**src/rtl/controller.sv**
```systemverilog
`default_nettype none
// ============================================================================
// Module      : controller
// Description : Multi-cycle instruction sequencer for the 10-bit datapath.
//               An instruction is latched on a rising Exec. The sequencer then
//               steps through T1..T3. In each step it drives the register-file
//               controls, the ALU controls and the bus-source enables. State
//               changes occur on the falling edge of CLKb.
//
// Ports       : CLKb    - debounced clock (falling-edge active)
//               Rst     - asynchronous active-high reset
//               Exec    - execute request (rising transition starts)
//               INST    - instruction [9:6] op, [5:4] Rx, [3:2] Ry, [3:0] imm
//               PeekEn  - peek read enable     -> ENR1
//               PeekA   - peek read address    -> RDA1
//               ENW/WRA - register-file write enable / address
//               ENR0/RDA0 - register-file bus read enable / address
//               Ain/Gin/Gout/FN - ALU operand latch, result latch, result
//                         drive, function
//               Extrn/IMMout - external data / immediate bus drivers
//               Done    - final step of the current instruction
//               Step    - current step (0 = idle, 1..3 = T1..T3)
//
// Build macro : CTRL_IMM_EN - when defined, ADDI (1001) and SUBI (1010) are
//               decoded and IMMout is live. Otherwise those opcodes behave
//               as reserved and IMMout is constant 0.
//
// Revision    : 1.0 - initial release
// ============================================================================
module controller (
    input  logic       CLKb,
    input  logic       Rst,
    input  logic       Exec,
    input  logic [9:0] INST,
    input  logic       PeekEn,
    input  logic [1:0] PeekA,
    output logic       ENW,
    output logic [1:0] WRA,
    output logic       ENR0,
    output logic [1:0] RDA0,
    output logic       ENR1,
    output logic [1:0] RDA1,
    output logic       Ain,
    output logic       Gin,
    output logic       Gout,
    output logic [3:0] FN,
    output logic       Extrn,
    output logic       IMMout,
    output logic       Done,
    output logic [1:0] Step
);

    typedef enum logic [1:0] {
        ST_T0 = 2'd0,
        ST_T1 = 2'd1,
        ST_T2 = 2'd2,
        ST_T3 = 2'd3
    } step_t;

    step_t       r_step;
    step_t       w_step_nxt;
    logic [9:0]  r_ir;
    logic        r_exec_q;

    logic [3:0]  w_op;
    logic [1:0]  w_rx;
    logic [1:0]  w_ry;
    logic        w_start;
    logic        w_is_load;
    logic        w_is_copy;
    logic        w_is_bin;
    logic        w_is_un;
    logic        w_is_imm;
    logic        w_done;

    // The immediate itself reaches the bus through the datapath, so the low
    // IR bits are held here but not decoded by the sequencer.
    logic        w_unused_ir;
    assign w_unused_ir = ^r_ir[1:0];

    assign w_op = r_ir[9:6];
    assign w_rx = r_ir[5:4];
    assign w_ry = r_ir[3:2];

    // A start needs a low->high Exec transition seen while idle. Rises during
    // an instruction are dropped, not queued.
    assign w_start = Exec && !r_exec_q && (r_step == ST_T0);

    assign w_is_load = (w_op == 4'b0000);
    assign w_is_copy = (w_op == 4'b0001);
    assign w_is_bin  = (w_op == 4'b0010) || (w_op == 4'b0011) ||
                       (w_op == 4'b0110) || (w_op == 4'b0111) ||
                       (w_op == 4'b1000);
    assign w_is_un   = (w_op == 4'b0100) || (w_op == 4'b0101);
`ifdef CTRL_IMM_EN
    assign w_is_imm  = (w_op == 4'b1001) || (w_op == 4'b1010);
`else
    assign w_is_imm  = 1'b0;
`endif

    // Peek port is independent of the sequencer.
    assign ENR1 = PeekEn;
    assign RDA1 = PeekA;
    assign Step = r_step;
    assign Done = w_done;

    always_ff @(negedge CLKb or posedge Rst) begin
        if (Rst) begin
            r_step   <= ST_T0;
            r_ir     <= 10'd0;
            r_exec_q <= 1'b0;
        end else begin
            r_step   <= w_step_nxt;
            r_exec_q <= Exec;
            if (w_start) begin
                r_ir <= INST;
            end
        end
    end

    // Step decode: every control is a pure function of Step and IR, so an
    // asynchronous reset of Step drops all drivers immediately.
    always_comb begin
        ENW    = 1'b0;
        WRA    = 2'd0;
        ENR0   = 1'b0;
        RDA0   = 2'd0;
        Ain    = 1'b0;
        Gin    = 1'b0;
        Gout   = 1'b0;
        FN     = 4'd0;
        Extrn  = 1'b0;
        IMMout = 1'b0;
        w_done = 1'b0;

        case (r_step)
            ST_T1: begin
                if (w_is_load) begin
                    Extrn  = 1'b1;
                    ENW    = 1'b1;
                    WRA    = w_rx;
                    w_done = 1'b1;
                end else if (w_is_copy) begin
                    ENR0   = 1'b1;
                    RDA0   = w_ry;
                    ENW    = 1'b1;
                    WRA    = w_rx;
                    w_done = 1'b1;
                end else if (w_is_bin || w_is_imm) begin
                    ENR0   = 1'b1;
                    RDA0   = w_rx;
                    Ain    = 1'b1;
                end else if (w_is_un) begin
                    ENR0   = 1'b1;
                    RDA0   = w_ry;
                    Gin    = 1'b1;
                    FN     = w_op;
                end else begin
                    // Reserved opcode: single step, nothing driven.
                    w_done = 1'b1;
                end
            end
            ST_T2: begin
                if (w_is_bin) begin
                    ENR0   = 1'b1;
                    RDA0   = w_ry;
                    Gin    = 1'b1;
                    FN     = w_op;
                end else if (w_is_imm) begin
                    IMMout = 1'b1;
                    Gin    = 1'b1;
                    FN     = w_op;
                end else if (w_is_un) begin
                    Gout   = 1'b1;
                    ENW    = 1'b1;
                    WRA    = w_rx;
                    w_done = 1'b1;
                end else begin
                    // Unreachable for valid sequences; force a return to idle.
                    w_done = 1'b1;
                end
            end
            ST_T3: begin
                if (w_is_bin || w_is_imm) begin
                    Gout   = 1'b1;
                    ENW    = 1'b1;
                    WRA    = w_rx;
                end
                w_done = 1'b1;
            end
            default: begin
            end
        endcase
    end

    always_comb begin
        w_step_nxt = r_step;
        case (r_step)
            ST_T0:   w_step_nxt = w_start ? ST_T1 : ST_T0;
            ST_T1:   w_step_nxt = w_done  ? ST_T0 : ST_T2;
            ST_T2:   w_step_nxt = w_done  ? ST_T0 : ST_T3;
            default: w_step_nxt = ST_T0;
        endcase
    end

endmodule
`default_nettype wire

```
**config.mk**
```make
export PLATFORM = sky130hd
export DESIGN_NAME = controller
export DESIGN_NICKNAME = d
export VERILOG_FILES = /design/src/rtl/controller.sv
export SDC_FILE = /design/constraint.sdc
export NUM_CORES = 1
export LEC_CHECK = 0
export BUFFER_PORTS_ARGS = -buffer_cell sky130_fd_sc_hd__buf_2
export CAP_MARGIN = 20
export CORE_ASPECT_RATIO = 1.25
export CORE_MARGIN = 2
export CORE_UTILIZATION = 35
export CTS_BUF_LIST = sky130_fd_sc_hd__clkbuf_2 sky130_fd_sc_hd__clkbuf_4 sky130_fd_sc_hd__clkbuf_8
export CTS_CLUSTER_DIAMETER = 200
export DETAILED_ROUTE_END_ITERATION = 10
export HOLD_SLACK_MARGIN = 0.12
export MAX_ROUTING_LAYER = met4
export PLACE_DENSITY = 0.61
export SYNTH_ARGS = -nofsm -noshare
export SYNTH_HDL_FRONTEND = slang
export SYNTH_SLANG_ARGS = --single-unit
```
**constraint.sdc**
```tcl
create_clock -name CLKb -period 1.8 [get_ports CLKb]
set_input_delay 0.09 -clock CLKb [delete_from_list [all_inputs] [get_ports CLKb]]
set_output_delay 0.09 -clock CLKb [all_outputs]
set_load 0.02 [all_outputs]
```
==> results of run 1 <==
repair_timing:
item,4_1_cts,5_1_grt
resized for setup,31,19
endpoints found under the setup margin,17,25
pin swaps,2,7
buffers inserted,4,4
cell usage after synthesis (all sizes together):
master / count
inv: 5
nor3: 2
o21ai: 2
a22o: 2
and3: 4
a21oi: 4
nor4b: 1
buf: 5
dfrtn: 11
mux2: 8
a31o: 1
conb: 1
nor3b: 2
o31ai: 1
a32o: 1
nand2: 4
o21a: 1
and2: 1
nand2b: 1
a21o: 1
nor2: 4
clkbuf: 1
or2: 1
nand3b: 2
ha: 5
nor2b: 2
a221oi: 1
nor4: 2
or3: 2
power by group through the flow:
stage          Sequential (mW)  Combinational [mW]  Clock (mW)
2_1_floorplan            0.477               0.876           0
3_3_place_gp             0.496                1.41           0
3_5_place_dp             0.500                1.43           0
4_1_cts                  0.497                1.69       0.188
5_1_grt                  0.527                2.05       0.196
6_report                 0.506                1.91       0.178
metrics by stage:
step	power [mW]	hold slack (ns)	TNS, ns	instances	utilization
2_1_floorplan	1.35	0.293	-8.98	78	-
3_3_place_gp	1.90	0.180	-9.74	156	0.561
3_5_place_dp	1.93	0.180	-10.08	156	0.561
4_1_cts	2.37	0.180	-13.91	164	0.640
5_1_grt	2.77	0.180	-16.29	168	0.691
6_report	2.60	0.180	-14.37	168	0.691
registers in the layout, indices dropped and copies added (netlist names):
register	cells
r_ir	8
r_exec_q	1
Step	2
area by class of cell:
| cell class | instances | area [sq um] |
|---|---|---|
| multi-input combinational | 56 | 646 |
| tap | 31 | 38.8 |
| sequential | 11 | 275 |
| timing repair buffer | 61 | 487 |
| clock buffer | 4 | 30.0 |
| fill | 177 | 668 |
| inverter | 5 | 18.8 |
kinds of logic after synthesis:
| logic type | synth area share |
|---|---|
| adder cells (fa/ha/maj) | 0.0789 |
| flip-flops | 0.347 |
| other | 0.00473 |
| AO/OA/AOI/OAI | 0.136 |
| AND/OR/NAND/NOR | 0.238 |
| multiplexers | 0.114 |
| buffers and inverters | 0.0820 |
layer usage:
layer  vias up  track usage  routed length (microns)
met3         6       0.0127                       57
met4         0       0.0980                       49
li1        394            -                        -
met1       382        0.204                      846
met5         -            -                        0
met2        17        0.290                     1220
worst paths after layout:
kind	endpoint	slack (ns)
setup / recovery	ENR0	-1.03
hold / removal	RDA1[0]	0.18
setup reg to reg	r_ir[3]	-0.10
hold reg to reg	r_ir[2]	0.46
max in group asynchronous	r_ir[2]	0.92
min in group asynchronous	Step[0]	0.57
critical path, stage by stage, from the launching register on:
cell     delay, ns
dfrtn_1       0.49
inv_2         0.10
ha_4          0.23
and3_4        0.17
a31o_4        0.22
or2_4         0.23
buf_6         0.13
==> run summary, run 1 <==
Int Pwr - 1.55 mW
final slew viol count - 0
pwr dens - 1740 mW/mm^2
starting density of the core - 0.367
Synth Cell Area - 793 sq um
Syn Area/Cell - 10.2 sq um
Worst EP arrival - 2.74 ns
CP Launch Type - flop
worst skew pair latency - 0.27 ns
combinational share of power - 0.737
die boundary height - 57.2 microns
Tightest Hold Check Type - input pin to primary output
hold path start - PeekA[0]
Mapped Cells - 78
WP data required - 1.71 ns
Design Area, Final - 0.00150 sq mm
Hold Path Stages - 0
switching portion of total power - 0.402
RSZ-0062 raised after global routing - yes
Iteration-0 DRC Markers - 7
TritonRoute pass-1 iters - 4
Netlist cell types - 34
cell type with the largest total area after synthesis - dfrtn_1
Seq cells post-synth - 11
total CTS buffers - 3
maximum vdd drop - 0.00113 V
Static Leakage - 0.734 nW
CTS H-Tree Depth - 1
Hold-fix buffers, CTS - 0
Row Count - 19
Yosys warnings - 0
Clock transition at path regs - 0.05 ns
clk buf depth - 2
layout cells sized above 1 - 0.781
Clock Tree Root - clkbuf_4
IO buf count - 27
dpl cell area - 0.00121 sq mm
vias per cell - 4.76
Top-Level Pins - 37
# clock sinks - 11
Avg WL per Cell - 12.9 microns
global-route total usage across every layer - 0.176
final WL - 2170 microns
Setup Skew - 0.00318 ns
Sequential Power Share - 0.195
Critical Path Fanout Max - 3
Horiz. Die Dim - 46.6 microns
dpl ws - -0.815 ns
diode count - 0
CTS tree - yes
Clk pwr share - 0.068
initial antenna violation count - 0
first-pass GRT wire length - 3310 microns
GPL Wtd Cong - 0.807
Setup Crit Path Kind - flop to primary output
# setup viols final - 25
area share of the largest cell type after synthesis - 0.347
Syn Nets - 99
commonest non-fill, non-tap cell in the layout - buf_4
largest net degree at the start of global routing - 12
commonest cells after routing, fill and taps aside - buf_4 (39), dfrtn_1 (11), buf_6 (11)
fin nets - 159
RR Startpoint - Step[1]
Hold Vio Cnt, Final - 0
Area contributors post-synth - dfrtn_1 (35%), mux2_2 (11%), ha_1 (7.9%)
Net Switching - 1.04 mW
Final ANT Viol Nets - 0
start point of the critical path - Step[1]
Die Area - 0.00267 sq mm
DPL Wire Length - 1590 microns
drc violations - 0
outcome - complete, but fails checks
total number of vias - 799
failing checks - negative setup slack
CP endpoint kind - primary output
Area Growth Syn to Fin - 88.5%
sequential share of the synthesized area - 0.347
core footprint - 0.00216 sq mm
MaxCap Viol Count - 0
Worst R2R Path Depth - 8
number of global-route vias before repair - 788
total congestion overflow - 0
final worst slack - -1.03 ns
No activity file was read; power rests on OpenSTA's default activity.
==> run 2, diff against run 1 <==
--- a/config.mk
+++ b/config.mk
@@ -13,9 +13,11 @@
 export CTS_BUF_LIST = sky130_fd_sc_hd__clkbuf_2 sky130_fd_sc_hd__clkbuf_4 sky130_fd_sc_hd__clkbuf_8
 export CTS_CLUSTER_DIAMETER = 200
 export DETAILED_ROUTE_END_ITERATION = 10
+export GPL_TIMING_DRIVEN = 0
 export HOLD_SLACK_MARGIN = 0.12
 export MAX_ROUTING_LAYER = met4
 export PLACE_DENSITY = 0.61
+export REMOVE_ABC_BUFFERS = 1
 export SYNTH_ARGS = -nofsm -noshare
 export SYNTH_HDL_FRONTEND = slang
 export SYNTH_SLANG_ARGS = --single-unit
==> constraint.sdc (replaced) <==
create_clock -name CLKb -period 3.33 [get_ports CLKb]
set_input_delay 0.1665 -clock CLKb [delete_from_list [all_inputs] [get_ports CLKb]]
set_output_delay 0.1665 -clock CLKb [all_outputs]
set_load 0.02 [all_outputs]
==> run 2 against run 1 <==
  * The run still ends with negative setup slack left
  * Routed wire length is 5.4% lower
  * Register-to-register slack better by 1.7 ns
  * Via count is 9.8% lower
  * Sequential cell count stayed put
  * First-iteration DRC count is 43% lower
  * Clock skew is 0.0026 ns lower
  * Clock-buffer cell count stayed put
  * Highest routed layer unchanged
==> run summary, run 2 (synthesized netlist as in run 1, its figures left out) <==
Worst path depth - 5 (-1)
initial antenna violation count - 0 (unchanged)
CP Launch Type - flop
Worst EP arrival - 3.51 ns (+0.77 ns)
TritonRoute pass-1 iters - 2 (-2)
Int Pwr - 0.659 mW (-58%)
global-route total usage across every layer - 0.160 (-0.0164)
wire length on met3 - 64 microns (+12%)
Clk pwr share - 0.082 (+0.014)
commonest non-fill, non-tap cell in the layout - buf_4
Worst R2R Path Depth - 5 (-3)
Clock Tree Root - clkbuf_4
met1 wire length - 832 microns (-1.7%)
Row Count - 19 (unchanged)
Die Area - 0.00267 sq mm (unchanged)
fin nets - 142 (-11%)
Sequential Power Share - 0.232 (+0.037)
combinational share of power - 0.686 (-0.051)
Avg WL per Cell - 13.6 microns (+5.2%)
top sig layer - met4
vias per cell - 4.77 (+0.40%)
Design Area, Final - 0.00126 sq mm (-16%)
CP cell instances - nor4b_4 -> and3_4 -> a31o_4 -> a22o_1 -> buf_6
Design Power - 1.15 mW (-56%)
CP bufs+invs - 1 (-1)
outcome - complete, but fails checks
# clock sinks - 11 (unchanged)
commonest cells after routing, fill and taps aside - buf_4 (24), buf_2 (13), dfrtn_1 (11)
die boundary height - 57.2 microns (unchanged)
core footprint - 0.00216 sq mm (unchanged)
Top reg by flops - r_ir
total CTS buffers - 3 (unchanged)
clk buf depth - 2 (unchanged)
critical path's largest stage delay - 0.49 ns (about the same)
Iteration-0 DRC Markers - 4 (-3)
dpl cell area - 921 sq um (-24%)
Critical Path Fanout Max - 5 (+2)
switching portion of total power - 0.427 (+0.0257)
failing checks - negative setup slack
number of global-route vias before repair - 702 (-11%)
Horiz. Die Dim - 46.6 microns (unchanged)
final WL - 2050 microns (-5.4%)
Max stage delay cell, worst path - dfrtn_1
Static Leakage - 0.590 nW (-20%)
Hold Path Stages - 0 (unchanged)
pwr dens - 913 mW/mm^2 (-47%)
critical path's top delay family - simple AND/OR/NAND/NOR gates
CTS tree - yes
total congestion overflow - 0 (unchanged)
final slew viol count - 0 (unchanged)
met2 wire length - 1100 microns (-9.4%)
Core Util, Final - 0.583 (-0.108)
drc violations - 0 (unchanged)
total number of vias - 721 (-9.8%)
# setup viols final - 14 (-44%)
GPL Wtd Cong - 0.769 (-4.7%)
DPL Wire Length - 1280 microns (-20%)
layout cells sized above 1 - 0.675 (-0.106)
worst skew pair latency - 0.27 ns (about the same)
Setup TNS - -3.11 ns (+11.26 ns)
Setup Skew - 0.000626 ns (-0.00255 ns)
starting density of the core - 0.367 (unchanged)
CTS H-Tree Depth - 1 (unchanged)
MaxCap Viol Count - 0 (unchanged)
CP endpoint kind - primary output
final worst slack - -0.350 ns (+0.677 ns)
Setup Crit Path Kind - flop to primary output
max reg flops - 8 (unchanged)
largest net degree at the start of global routing - 12 (unchanged)
RSZ-0062 raised after global routing - yes
Final ANT Viol Nets - 0 (unchanged)
Tightest Hold Check Type - input pin to primary output
maximum vdd drop - 0.000518 V (-54%)
WP data required - 3.16 ns (+1.45 ns)
Area Growth Syn to Fin - 59.0%
Net Switching - 0.492 mW (-53%)
first-pass GRT wire length - 3070 microns (-7.1%)
Clock transition at path regs - 0.05 ns (about the same)
Hold-fix buffers, CTS - 0 (unchanged)
Hold Vio Cnt, Final - 0 (unchanged)
IO buf count - 27 (unchanged)
diode count - 0 (unchanged)
Top-Level Pins - 37 (unchanged)
==> run 2: per-layer routing <==
metal / GRT usage / up-vias
met5: - / -
met1: 0.188 / 341
met3: 0.0158 / 6
met4: 0.0612 / 0
met2: 0.270 / 18
li1: - / 356
==> run 2: final timing paths <==
check | start | endpoint | slack, ns
hold / removal | PeekA[0] | RDA1[0] | 0.33
setup / recovery | r_ir[9] | RDA0[0] | -0.35
max in group asynchronous | Rst | r_exec_q | 1.58
hold reg to reg | r_ir[3] | r_ir[3] | 0.46
min in group asynchronous | Rst | r_ir[4] | 1.43
setup reg to reg | Step[0] | r_ir[3] | 1.57
==> run 2: final cells by class <==
type | instances | area, sq um
fillers | 186 | 902
multi-input cells | 56 | 574
repair buffers | 44 | 324
flip-flops and latches | 11 | 275
well taps | 31 | 38.8
clock buffers | 4 | 30.0
inverters | 5 | 18.8
==> run 2: repair_timing <==
action	in CTS	in global routing
resized for setup	30	17
buffers inserted	10	7
endpoints found under the hold margin	0	0
pin swaps	4	7
endpoints found under the setup margin	15	15
==> run 2: through the flow <==
step | setup WS, ns | cells | hold slack, ns
2_1_floorplan | -0.282 | 72 | 0.333
3_3_place_gp | -0.214 | 130 | 0.333
3_5_place_dp | -0.245 | 130 | 0.333
4_1_cts | -0.337 | 144 | 0.333
5_1_grt | -0.438 | 151 | 0.333
6_report | -0.350 | 151 | 0.333
==> run 2: worst reg2reg max path, cell delays in order (launching register included) <==
cell and delay (ns):
dfrtn_1 0.45, inv_2 0.09, buf_4 0.14, ha_1 0.19
nand3b_1 0.34, mux2_2 0.39
==> run 2: power groups by stage <==
stage          registers (mW)  logic (mW)  clock network (mW)
6_report                0.267       0.789              0.0944
5_1_grt                 0.274       0.845               0.106
4_1_cts                 0.273       0.631               0.100
3_5_place_dp            0.281       0.449                   0
3_3_place_gp            0.280       0.442                   0
2_1_floorplan           0.276       0.333                   0
==> run 3, diff against run 2 <==
--- a/config.mk
+++ b/config.mk
@@ -7,16 +7,18 @@
 export LEC_CHECK = 0
 export BUFFER_PORTS_ARGS = -buffer_cell sky130_fd_sc_hd__buf_2
 export CAP_MARGIN = 20
+export CELL_PAD_IN_SITES_DETAIL_PLACEMENT = 0
+export CELL_PAD_IN_SITES_GLOBAL_PLACEMENT = 2
 export CORE_ASPECT_RATIO = 1.25
 export CORE_MARGIN = 2
-export CORE_UTILIZATION = 35
+export CORE_UTILIZATION = 29
 export CTS_BUF_LIST = sky130_fd_sc_hd__clkbuf_2 sky130_fd_sc_hd__clkbuf_4 sky130_fd_sc_hd__clkbuf_8
 export CTS_CLUSTER_DIAMETER = 200
 export DETAILED_ROUTE_END_ITERATION = 10
 export GPL_TIMING_DRIVEN = 0
 export HOLD_SLACK_MARGIN = 0.12
 export MAX_ROUTING_LAYER = met4
-export PLACE_DENSITY = 0.61
+export PLACE_DENSITY = 0.83
 export REMOVE_ABC_BUFFERS = 1
 export SYNTH_ARGS = -nofsm -noshare
 export SYNTH_HDL_FRONTEND = slang
==> run 3 against run 2 <==
  * The flow still finishes with violations (negative setup slack)
  * Register-to-register slack about the same
  * Global-route usage down 3.8 points
  * Die area up 19%
  * Final cell count up 2.0%
  * First-iteration DRC count up 75%
  * Clock skew up 0.0044 ns
  * Largest cell class unchanged
  * Highest routed layer unchanged
==> run summary, run 3 (synthesized netlist as in run 1, its figures left out) <==
GPL Wtd Cong - 0.783 (+1.8%)
Top-Level Pins - 37 (unchanged)
global-route total usage across every layer - 0.122 (-0.0382)
Setup Skew - 0.00504 ns (+0.00441 ns)
Design Area, Final - 0.00121 sq mm (-3.7%)
CP Launch Type - flop
TritonRoute pass-1 iters - 4 (+2)
Worst EP arrival - 3.52 ns (about the same)
Clock Tree Root - clkbuf_4
Clk pwr share - 0.089 (+0.007)
Clock transition at path regs - 0.05 ns (about the same)
MaxCap Viol Count - 0 (unchanged)
worst reg2reg endpoint - r_ir[2]
# clock sinks - 11 (unchanged)
drc violations - 0 (unchanged)
number of global-route vias before repair - 632 (-10%)
dpl cell area - 925 sq um (+0.41%)
Static Leakage - 0.578 nW (-2.1%)
final slew viol count - 0 (unchanged)
initial antenna violation count - 0 (unchanged)
final WL - 1930 microns (-5.9%)
hold path start - PeekA[0]
clk buf depth - 2 (unchanged)
worst skew pair latency - 0.28 ns (about the same)
Avg WL per Cell - 12.5 microns (-7.8%)
Sequential Power Share - 0.234 (+0.002)
die boundary height - 62.5 microns (+9.2%)
IO buf count - 27 (unchanged)
Horiz. Die Dim - 50.8 microns (+9.0%)
outcome - complete, but fails checks
Hold Path Stages - 0 (unchanged)
commonest cells after routing, fill and taps aside - buf_4 (24), buf_2 (16), dfrtn_1 (11)
RR Startpoint - Step[0]
maximum vdd drop - 0.000478 V (-7.7%)
FF-to-FF setup slack - 1.57 ns (about the same)
failing checks - negative setup slack
Net Switching - 0.458 mW (-6.8%)
largest net degree at the start of global routing - 12 (unchanged)
starting density of the core - 0.299 (-0.0678)
Worst R2R Path Depth - 5 (unchanged)
Hold Vio Cnt, Final - 0 (unchanged)
DPL Wire Length - 1310 microns (+2.2%)
diode count - 0 (unchanged)
Int Pwr - 0.651 mW (-1.2%)
max reg flops - 8 (unchanged)
total CTS buffers - 3 (unchanged)
Iteration-0 DRC Markers - 7 (+3)
Critical Path Fanout Max - 6 (+1)
total congestion overflow - 0 (unchanged)
Die Area - 0.00317 sq mm (+19%)
core footprint - 0.00265 sq mm (+23%)
CTS tree - yes
dpl ws - -0.249 ns (-0.00393 ns)
fin nets - 142 (unchanged)
WP data required - 3.16 ns (about the same)
pwr dens - 914 mW/mm^2 (+0.11%)
worst hold path endpoint - RDA1[0]
# setup viols final - 13 (-1)
Core Util, Final - 0.458 (-0.125)
CP endpoint kind - primary output
Area Growth Syn to Fin - 53.2%
Final ANT Viol Nets - 0 (unchanged)
Design Power - 1.11 mW (-3.6%)
commonest non-fill, non-tap cell in the layout - buf_4
layout cells sized above 1 - 0.667 (-0.00833)
Setup Crit Path Kind - flop to primary output
Setup TNS - -2.75 ns (+0.355 ns)
final cell count without fillers - 154 (+2.0%)
final worst slack - -0.352 ns (-0.00209 ns)
Fin Hold WS - 0.333 ns (unchanged)
switching portion of total power - 0.413 (-0.0144)
Row Count - 21 (+2)
combinational share of power - 0.678 (-0.008)
Hold-fix buffers, CTS - 0 (unchanged)
placed cells - 133 (+2.3%)
vias per cell - 4.59 (-3.9%)
total number of vias - 707 (-1.9%)
Top reg by flops - r_ir
Tightest Hold Check Type - input pin to primary output
first-pass GRT wire length - 2880 microns (-6.3%)
RSZ-0062 raised after global routing - yes
CTS H-Tree Depth - 1 (unchanged)
run 3: power by group through the flow:
stage	Combinational (mW)	Clock (mW)	Sequential (mW)
after floorplan	0.333	0	0.276
after global placement	0.447	0	0.281
after CTS	0.598	0.102	0.274
after global routing	0.813	0.111	0.271
after detailed placement	0.447	0	0.284
final	0.752	0.0983	0.259
run 3: how the worst max path moves through the flow:
stage / cells past startpoint / endpoint / from
2_1_floorplan: 5 / Done / Step[1]
3_3_place_gp: 7 / WRA[1] / Step[0]
3_5_place_dp: 7 / WRA[1] / Step[0]
4_1_cts: 7 / Done / Step[1]
5_1_grt: 5 / RDA0[1] / r_ir[7]
6_report: 7 / Done / Step[1]
run 3: what timing repair did:
action | CTS | global route
gates resized for setup | 18 | 19
pin swaps | 4 | 3
setup buffers | 8 | 9
setup endpoints to repair | 15 | 15
run 3: area by class of cell:
cell class	count	area (sq um)
Inverter	5	18.8
Sequential cell	11	275
Fill cell	264	1440
Multi-Input combinational cell	56	543
Clock buffer	4	30.0
Tap cell	34	42.5
Timing Repair Buffer	44	305
run 3: worst max-delay path: stages (launching register included):
cell,delay [ns]
dfrtn_1,0.43
buf_6,0.12
ha_4,0.16
nor2b_1,0.05
o21a_1,0.18
or3_4,0.37
a21oi_2,0.12
buf_4,0.15
run 3: per-layer routing:
| metal | wire length (microns) | vias up | share of wire | track usage |
|---|---|---|---|---|
| met5 | 0 | - | 0 | - |
| met4 | 40 | 0 | 0.021 | 0.0608 |
| met2 | 965 | 23 | 0.50 | 0.178 |
| met1 | 829 | 322 | 0.43 | 0.155 |
| met3 | 94 | 5 | 0.049 | 0.0287 |
| li1 | - | 357 | - | - |
